`src/rtl/voter_session_if.sv`:
```
// Bundles the voter-facing inputs and the voting-core-facing outputs of voter_session_ctrl.
interface voter_session_if #(
  parameter int unsigned NUM_CAND = 4,
  parameter int unsigned VCNT_W   = 8
);
  logic                mode;
  logic                fingerprint_valid;
  logic [NUM_CAND-1:0] button_in;
  logic                fingerprint_ok;
  logic [NUM_CAND-1:0] vote_btn;
  logic                session_active;
  logic                multi_press_err;
  logic                session_timeout;
  logic [VCNT_W-1:0]   voter_count;

  modport master (
    output mode, fingerprint_valid, button_in,
    input  fingerprint_ok, vote_btn, session_active, multi_press_err, session_timeout, voter_count
  );

  modport slave (
    input  mode, fingerprint_valid, button_in,
    output fingerprint_ok, vote_btn, session_active, multi_press_err, session_timeout, voter_count
  );
endinterface

```
`src/rtl/voter_session_ctrl.sv`:
```
// Ballot-session gate: one verified fingerprint opens one session that grants at most one vote pulse.
// Optional ARMED-state abort timer is built when SESSION_TIMEOUT_EN is defined.
module voter_session_ctrl #(
  parameter int unsigned NUM_CAND       = 4,
  parameter int unsigned SYNC_STAGES    = 2,
  parameter int unsigned PULSE_CYCLES   = 4,
  parameter int unsigned TIMEOUT_CYCLES = 5000,
  parameter int unsigned VCNT_W         = 8
) (
  input logic             clock,
  input logic             reset,
  voter_session_if.slave  bus
);
  // state        | meaning
  // IDLE         | waiting for a fingerprint rising edge in voting mode
  // ARMED        | voter verified, waiting for one clean single-candidate press
  // CAST         | replaying the granted press downstream for PULSE_CYCLES cycles
  // WAIT_RELEASE | session over, waiting for finger lift and all buttons released
  typedef enum logic [1:0] {IDLE, ARMED, CAST, WAIT_RELEASE} state_e;

  localparam int unsigned PW = $clog2(PULSE_CYCLES + 1);

  state_e              state_q, state_d;
  logic [SYNC_STAGES-1:0] sync_q;
  logic                fp_dly_q;
  logic [NUM_CAND-1:0] btn_prev_q;
  logic [NUM_CAND-1:0] vote_lat_q, vote_lat_d;
  logic [PW-1:0]       pcnt_q, pcnt_d;
  logic [VCNT_W-1:0]   cnt_q, cnt_d;
  logic                ok_q, ok_d, act_q, act_d, err_q, err_d;
  logic [NUM_CAND-1:0] vote_q, vote_d;
  logic                reject;

  logic fp_s, fp_rise, new_press, multi;
  assign fp_s      = sync_q[SYNC_STAGES-1];
  assign fp_rise   = fp_s & ~fp_dly_q;
  assign new_press = (bus.button_in != '0) & (btn_prev_q == '0);
  assign multi     = |(bus.button_in & (bus.button_in - NUM_CAND'(1)));

`ifdef SESSION_TIMEOUT_EN
  localparam int unsigned TW = $clog2(TIMEOUT_CYCLES + 1);
  logic [TW-1:0] tmr_q, tmr_d;
  logic          to_q, to_d;
  logic          tmo;
`endif

  always_ff @(posedge clock or negedge reset) begin
    if (!reset) begin
      state_q    <= IDLE;
      sync_q     <= '0;
      fp_dly_q   <= 1'b0;
      btn_prev_q <= '1;
      vote_lat_q <= '0;
      pcnt_q     <= '0;
      cnt_q      <= '0;
      ok_q       <= 1'b0;
      act_q      <= 1'b0;
      err_q      <= 1'b0;
      vote_q     <= '0;
`ifdef SESSION_TIMEOUT_EN
      tmr_q      <= TW'(TIMEOUT_CYCLES - 1);
      to_q       <= 1'b0;
`endif
    end else begin
      state_q    <= state_d;
      sync_q     <= {sync_q[SYNC_STAGES-2:0], bus.fingerprint_valid};
      fp_dly_q   <= fp_s;
      btn_prev_q <= bus.button_in;
      vote_lat_q <= vote_lat_d;
      pcnt_q     <= pcnt_d;
      cnt_q      <= cnt_d;
      ok_q       <= ok_d;
      act_q      <= act_d;
      err_q      <= err_d;
      vote_q     <= vote_d;
`ifdef SESSION_TIMEOUT_EN
      tmr_q      <= tmr_d;
      to_q       <= to_d;
`endif
    end
  end

  always_comb begin
    state_d    = state_q;
    vote_lat_d = vote_lat_q;
    pcnt_d     = pcnt_q;
    cnt_d      = cnt_q;
    reject     = 1'b0;
`ifdef SESSION_TIMEOUT_EN
    tmo        = 1'b0;
    // Reloaded outside ARMED so every session starts with the full budget.
    tmr_d      = (state_q != ARMED) ? TW'(TIMEOUT_CYCLES - 1)
               : (tmr_q != '0) ? tmr_q - TW'(1) : tmr_q;
`endif
    case (state_q)
      IDLE: if (fp_rise && !bus.mode) state_d = ARMED;
      ARMED: begin
        if (!fp_s || bus.mode) begin
          state_d = IDLE;
        end else if (new_press && !multi) begin
          state_d    = CAST;
          vote_lat_d = bus.button_in;
          pcnt_d     = PW'(PULSE_CYCLES - 1);
          if (cnt_q != '1) cnt_d = cnt_q + VCNT_W'(1);
        end else begin
          reject = new_press;
`ifdef SESSION_TIMEOUT_EN
          if (tmr_q == '0) begin
            tmo     = 1'b1;
            state_d = WAIT_RELEASE;
          end
`endif
        end
      end
      CAST: begin
        if (pcnt_q == '0) state_d = WAIT_RELEASE;
        else              pcnt_d  = pcnt_q - PW'(1);
      end
      WAIT_RELEASE: if (!fp_s && (bus.button_in == '0)) state_d = IDLE;
      default: state_d = IDLE;
    endcase
  end

  // Outputs are decoded from the next state so they line up with the registered state.
  always_comb begin
    ok_d   = (state_d == ARMED) || (state_d == CAST);
    act_d  = (state_d == ARMED);
    vote_d = (state_d == CAST) ? vote_lat_d : '0;
    err_d  = reject;
`ifdef SESSION_TIMEOUT_EN
    to_d   = tmo;
`endif
  end

  assign bus.fingerprint_ok  = ok_q;
  assign bus.vote_btn        = vote_q;
  assign bus.session_active  = act_q;
  assign bus.multi_press_err = err_q;
  assign bus.voter_count     = cnt_q;
`ifdef SESSION_TIMEOUT_EN
  assign bus.session_timeout = to_q;
`else
  assign bus.session_timeout = 1'b0;
`endif
endmodule
```
`src/flat_wrapper.sv`:
```
// flat-port wrapper written by rule: the top's interface ports become plain ports
module voter_session_ctrl_flat 
#(
  parameter int unsigned NUM_CAND       = 4,
  parameter int unsigned SYNC_STAGES    = 2,
  parameter int unsigned PULSE_CYCLES   = 4,
  parameter int unsigned TIMEOUT_CYCLES = 5000,
  parameter int unsigned VCNT_W         = 8
)
  (clock, reset, bus_mode, bus_fingerprint_valid, bus_button_in, bus_fingerprint_ok, bus_vote_btn, bus_session_active, bus_multi_press_err, bus_session_timeout, bus_voter_count);
  voter_session_if #(.NUM_CAND(NUM_CAND), .VCNT_W(VCNT_W)) bus_i ();
  input logic clock;
  input logic reset;
  input wire logic [$bits(bus_i.mode)-1:0] bus_mode;
  input wire logic [$bits(bus_i.fingerprint_valid)-1:0] bus_fingerprint_valid;
  input wire logic [$bits(bus_i.button_in)-1:0] bus_button_in;
  output wire logic [$bits(bus_i.fingerprint_ok)-1:0] bus_fingerprint_ok;
  output wire logic [$bits(bus_i.vote_btn)-1:0] bus_vote_btn;
  output wire logic [$bits(bus_i.session_active)-1:0] bus_session_active;
  output wire logic [$bits(bus_i.multi_press_err)-1:0] bus_multi_press_err;
  output wire logic [$bits(bus_i.session_timeout)-1:0] bus_session_timeout;
  output wire logic [$bits(bus_i.voter_count)-1:0] bus_voter_count;
  assign bus_i.mode = bus_mode;
  assign bus_i.fingerprint_valid = bus_fingerprint_valid;
  assign bus_i.button_in = bus_button_in;
  assign bus_fingerprint_ok = bus_i.fingerprint_ok;
  assign bus_vote_btn = bus_i.vote_btn;
  assign bus_session_active = bus_i.session_active;
  assign bus_multi_press_err = bus_i.multi_press_err;
  assign bus_session_timeout = bus_i.session_timeout;
  assign bus_voter_count = bus_i.voter_count;
  voter_session_ctrl #(.NUM_CAND(NUM_CAND), .SYNC_STAGES(SYNC_STAGES), .PULSE_CYCLES(PULSE_CYCLES), .TIMEOUT_CYCLES(TIMEOUT_CYCLES), .VCNT_W(VCNT_W)) u_core (.clock(clock), .reset(reset), .bus(bus_i));
endmodule
```
`config.mk`:
```
export PLATFORM = sky130hd
export DESIGN_NAME = voter_session_ctrl_flat
export DESIGN_NICKNAME = d
export VERILOG_FILES = /design/src/rtl/voter_session_if.sv /design/src/rtl/voter_session_ctrl.sv /design/src/flat_wrapper.sv
export SDC_FILE = /design/constraint.sdc
export NUM_CORES = 1
export LEC_CHECK = 0
export BUFFER_PORTS_ARGS = -buffer_cell sky130_fd_sc_hd__buf_2
export CAP_MARGIN = 15
export CORE_MARGIN = 4
export CORE_UTILIZATION = 56
export CTS_BUF_LIST = sky130_fd_sc_hd__clkbuf_8
export DETAILED_ROUTE_END_ITERATION = 8
export HOLD_SLACK_MARGIN = 0.02
export PLACE_DENSITY = 0.8
export SYNTH_ARGS = -nofsm -noshare
export SYNTH_HDL_FRONTEND = slang
export SYNTH_SLANG_ARGS = --single-unit
```
`constraint.sdc`:
```
create_clock -name clock -period 1.8 [get_ports clock]
set_input_delay 0.18 -clock clock [delete_from_list [all_inputs] [get_ports clock]]
set_output_delay 0.18 -clock clock [all_outputs]
set_load 0.02 [all_outputs]
```
; ---- Word-level counts from Yosys, hierarchy flattened
; Cells that the tools add are included.
[totals]
ff_bits = 31
output_inout_bits = 16
[classes]
addsub = 3
eq_ne = 9
mux = 17
bitwise = 5
n_reduce_logical = 17
[ops]
columns = op, count
row1 = $mux 4, 4
row2 = $mux 2, 5
row3 = $mux 3, 3
row4 = $add 8x1->8 const B, 1
row5 = $logic_not 4->1, 2
row6 = $ne 8x8->1 const B, 1
row7 = $pmux 2 s4, 1
row8 = $reduce_and 4->1, 2
row9 = $eq 2x2->1 const B, 3
row10 = $pmux 3 s2, 1
row11 = $and 4x4->4, 1
row12 = $eq 2x1->1 const B, 2
row13 = $ne 2x2->1 const B, 2
row14 = $reduce_bool 4->1, 1
row15 = $reduce_or 4->1, 1
row16 = $sub 4x1->4 const B, 1
row17 = $logic_and 1x1->1, 3
row18 = $logic_not 1->1, 3
row19 = $logic_not 3->1, 1
row20 = $mux 1, 3
row21 = $sub 3x1->3 const B, 1
row22 = $and 1x1->1, 2
row23 = $logic_not 2->1, 1
row24 = $logic_or 1x1->1, 2
row25 = other kinds (3), 4

; ---- Depth between registers and ports, before layout
[depth]
ltp_word = 10
mapped_depth = 7

; ---- Worst setup path after synthesis
; OpenSTA, ideal clock, no wires.
[synth_path]
path_type = input to register
from = in bus_button_in[1]
to = reg u_core.vote_q[0], in the netlist u_core.bus.vote_btn[0]
setup_ns = 0.119
t_arrival_ns = 1.556
setup_slack_ns = 0.125
path_stages = 7
path_buffers = 1
cell_sequence = or4_4 > nand4_2 > nor2_4 > buf_6 > a21o_1 > ha_1 > and2_1
[synth_via]
elab_chain_len = 10
elab_cells_between_ends = 18
classes_between = 1 x add/sub / 1 x eq/ne / 8 x mux / 2 x bitwise / 6 x reduce/logical
[synth_rtl]
columns = item, line
row1 = "start, declared", flat_wrapper.sv:16  ; input wire logic [$bits(bus_i.button_in)-1:0] bus_button_in;
row2 = $sub 4x1->4, voter_session_ctrl.sv:38  ; assign multi = |(bus.button_in & (bus.button_in - NUM_CAND'(1)));
row3 = $and 4x4->4, voter_session_ctrl.sv:38
row4 = $reduce_or 4->1, voter_session_ctrl.sv:38
row5 = $logic_not 1->1, voter_session_ctrl.sv:100  ; end else if (new_press && !multi) begin
row6 = $logic_and 1x1->1, voter_session_ctrl.sv:100
row7 = $mux 2, voter_session_ctrl.sv:100
row8 = $mux 2, voter_session_ctrl.sv:98  ; if (!fp_s || bus.mode) begin
row9 = $pmux 2 s4 *, voter_session_ctrl.sv:95  ; case (state_q)
row10 = named net u_core.state_d[1], voter_session_ctrl.sv:23  ; state_e state_q, state_d;
row11 = $eq 2x2->1 *, voter_session_ctrl.sv:128  ; vote_d = (state_d == CAST) ? vote_lat_d : '0;
row12 = $mux 4 *, voter_session_ctrl.sv:128
row13 = named net u_core.vote_d[0], voter_session_ctrl.sv:31  ; logic [NUM_CAND-1:0] vote_q, vote_d;
row14 = "end signal, assigned", voter_session_ctrl.sv:75  ; vote_q <= vote_d;
row15 = "end, declared", voter_session_ctrl.sv:31
; The timed path passes the listed nets; every way through them passes the cells marked *.
; A chain may end at the register's enable or synchronous reset.

; ---- Worst setup path after layout
[layout_path]
from = reg u_core.btn_prev_q[2]
to = reg u_core.vote_q[3], in the netlist u_core.bus.vote_btn[3]
[layout_via]
elab_cells_between_ends = 11
classes_between = 1 x eq/ne / 7 x mux / 1 x bitwise / 2 x reduce/logical
[layout_lines]
columns = item, line
row1 = "start, declared", voter_session_ctrl.sv:26  ; logic [NUM_CAND-1:0] btn_prev_q;
row2 = "start signal, assigned", voter_session_ctrl.sv:68  ; btn_prev_q <= bus.button_in;
row3 = $logic_not 4->1, voter_session_ctrl.sv:37  ; assign new_press = (bus.button_in != '0) & (btn_prev_q == '0);
row4 = $and 1x1->1, voter_session_ctrl.sv:37
row5 = $logic_and 1x1->1, voter_session_ctrl.sv:100
row6 = $mux 4, voter_session_ctrl.sv:100
row7 = $mux 4, voter_session_ctrl.sv:98
row8 = $mux 4, voter_session_ctrl.sv:95
row9 = named net u_core.vote_lat_d[3], voter_session_ctrl.sv:27  ; logic [NUM_CAND-1:0] vote_lat_q, vote_lat_d;
row10 = $mux 4, voter_session_ctrl.sv:128
row11 = named net u_core.vote_d[3], voter_session_ctrl.sv:31
; The timed path passes the listed nets, and every way through them passes these cells.

==> results.md <==
* Result of the run: finished clean
* Crit-path cells: nor4_4 > nand4_2 > nor2_4 > buf_12 > mux2_4 > and2_4
* Fillers at 135
* Post-DP HPWL at 1910 microns
* Layout Cells excl Fill at 178
* Avg Cell Area, Syn at 12.7 sq um
* Port bufs at 22
* Antenna cells at 0
* Main area contributors after synthesis: dfrtp_1, dfstp_2, ha_1
* Core area at 0.00223 sq mm
* Post-synthesis cell count at 105
* Pleak at 0.901 nW
* Total CTS buffers at 5
* Worst Setup Path Type: register to register
* Fin Setup TNS at 0 ns
* Starting Density at 0.595
* Layout cells sized above 1 at 0.440
* Final Hold Viols at 0
* Final min period at 1.73 ns
* CTS root buf: clkbuf_8
* 1st-pass router iterations at 4
* Ys Warns at 0
* CTS tree: done
* Deepest clock path buffer count at 2
* Vias in the first global route at 987
* Crit path largest cell delay at 0.37 ns
* Slew Viols, Final at 0
* Top cell type's share of synthesized area at 0.508
* Nets at 162
* Total vias in the final route at 935
* Total gr overflow at 0
* Slew margin rel. at 0.561
* Worst Skew at 0.00384 ns
* First-pass GRT wire length at 4580 microns
* Mapped Area at 0.00133 sq mm
* Die Ht at 56.7 microns
* Wire per inst at 16.1 microns
* Yosys top cell by area: dfrtp_1
* CP max FO at 5
* Die width at 56.7 microns
* Data required, critical path at 1.97 ns
* Final ANT Viol Nets at 0
* GP Congestion at 0.806
* Arrival time of the worst setup path at 1.90 ns
* Clk sinks at 31
* Vias per cell at 5.25
* CP bufs+invs at 1
* Most common cell after layout, fill and taps aside: dfrtp_1
* Peak supply drop at 0.000792 V
* Max Fclk at 578 MHz
* Synthesis-stage register bit count at 31
* Die area at 0.00322 sq mm
* Tcrit/Tclk final at 0.961
* Max-cap viol count at 0
* Largest net degree at the start of global routing at 32
* Initial antenna violation count at 0
* GRT Overall Usage at 0.190
* Top-Level Pins at 24
* Least-Margin Pin Slew at 0.659 ns
* Num rows at 17
* Synth-to-Final Area Change at 31.1%
* Most frequent cells in the layout: dfrtp_1, buf_2, buf_4
* Placed Instances at 165
* CP top delay family: simple AND/OR/NAND/NOR gates
* DR iter-0 viols at 31
* Worst-path clk slew at 0.06 ns
* # H-tree levels at 2
* Final setup vio count at 0
* # DRC at 0
* CP max-delay cell: dfstp_2
* Critical path launch point type: register
* HP Class: input pin to register
* Final wirelength at 2870 microns
* WHS at 0.0479 ns
* Crit. End Element: register
* Post-route cell area at 0.00174 sq mm
* Clk Latency, worst-skew pair at 0.28 ns
* Syn Nets at 118
* Post-DP Area at 0.00156 sq mm
* Synth unique cells at 35
* Power per cell area at 894 mW/mm^2
* Seq/Total Area, Yosys at 0.588
[report_power, final]
part	internal (mW)	switching (mW)	leakage, nW
clock	0.343	0.238	0.0557
combinational	0.0845	0.107	0.443
sequential	0.751	0.0340	0.403
[state kept, by name, summed over array words and instances, names as in the netlist]
signal                      flops
u_core.sync_q                   2
u_core.bus.voter_count          8
u_core.bus.session_active       1
u_core.bus.fingerprint_ok       1
u_core.bus.vote_btn             4
u_core.vote_lat_q               4
u_core.bus.multi_press_err      1
u_core.pcnt_q                   3
u_core.btn_prev_q               4
u_core.state_q                  2
u_core.fp_dly_q                 1
[synthesized netlist by cell type]
cell	number
a211oi_1	2
a21o_1	1
a21oi_1	2
a2bb2oi_1	1
a31oi_1	1
and2_1	4
and3_1	6
buf_4	1
buf_6	1
conb_1	1
dfrtp_1	27
dfstp_2	4
ha_1	5
inv_1	6
inv_2	1
mux2_1	1
mux2_4	4
nand2_1	3
nand2b_1	1
nand3_1	8
nand4_2	1
nor2_1	3
nor2_2	1
nor2_4	1
nor2b_1	1
nor3_1	2
nor3b_1	1
nor4_4	1
o2111ai_1	1
o21ai_0	3
o31a_1	1
or3_1	1
or4_4	1
xnor2_1	6
xor2_1	1
[path summary, 6_finish.rpt]
path                       slack [ns]  depth (start not counted)                 start                      to
hold / removal                   0.05                          1      bus_button_in[2]    u_core.btn_prev_q[2]
min in group asynchronous        0.47                          2                 reset        u_core.pcnt_q[2]
max in group asynchronous        0.91                          2                 reset        u_core.sync_q[1]
setup / recovery                 0.07                          6  u_core.btn_prev_q[2]  u_core.bus.vote_btn[3]
setup reg to reg                 0.07                          6  u_core.btn_prev_q[2]  u_core.bus.vote_btn[3]
hold reg to reg                  0.35                          0      u_core.sync_q[0]        u_core.sync_q[1]
[layer usage]
metal | global-route usage | wire length (microns)
met1 | 0.244 | 1230
met2 | 0.299 | 1390
met3 | 0.0690 | 164
met4 | 0.0610 | 77
met5 | 0 | 0
[logic make-up (layout without fill, tap and decap cells)]
logic type	Yosys count	in the layout	synth area share
and+or+nand+nor	35	35	0.169
other	1	1	0.00282
DFF	31	31	0.588
muxes	5	5	0.0537
AOI/OAI and AO/OA	12	12	0.0603
adders and majority gates	5	5	0.0471
xor gates and xnor gates	7	7	0.0461
buffers and inverters	9	54	0.0339
[cell type report]
| class | count | area [sq um] | share of cell area |
|---|---|---|---|
| repair buffers | 39 | 255 | 0.147 |
| multi-input cells | 65 | 544 | 0.313 |
| clock buffers | 7 | 96.3 | 0.0553 |
| well taps | 28 | 35.0 | 0.0201 |
| clock inverters | 1 | 3.75 | 0.00216 |
| inverters | 7 | 26.3 | 0.0151 |
| flip-flops and latches | 31 | 781 | 0.448 |
[worst register-to-register path: stages (launching register included)]
cell and delay, ns:
dfstp_2 0.37, nor4_4 0.32, nand4_2 0.19, nor2_4 0.17, buf_12 0.13, mux2_4 0.31, and2_4 0.14
[stage by stage]
step           utilization  setup slack (ns)  total power [mW]
2_1_floorplan            -             0.125             0.900
3_3_place_gp         0.697           -0.0465             0.953
3_5_place_dp         0.697           -0.0758             0.974
4_1_cts              0.751            0.0232              1.56
5_1_grt              0.780          -0.00591              1.63
6_report             0.780            0.0705              1.56
[repair_timing]
item,CTS,global route
buffers inserted,0,3
endpoints found under the hold margin,28,0
hold buffers,2,0
setup endpoints to repair,0,7
resized for setup,0,9
No activity file was read; power rests on OpenSTA's default activity.
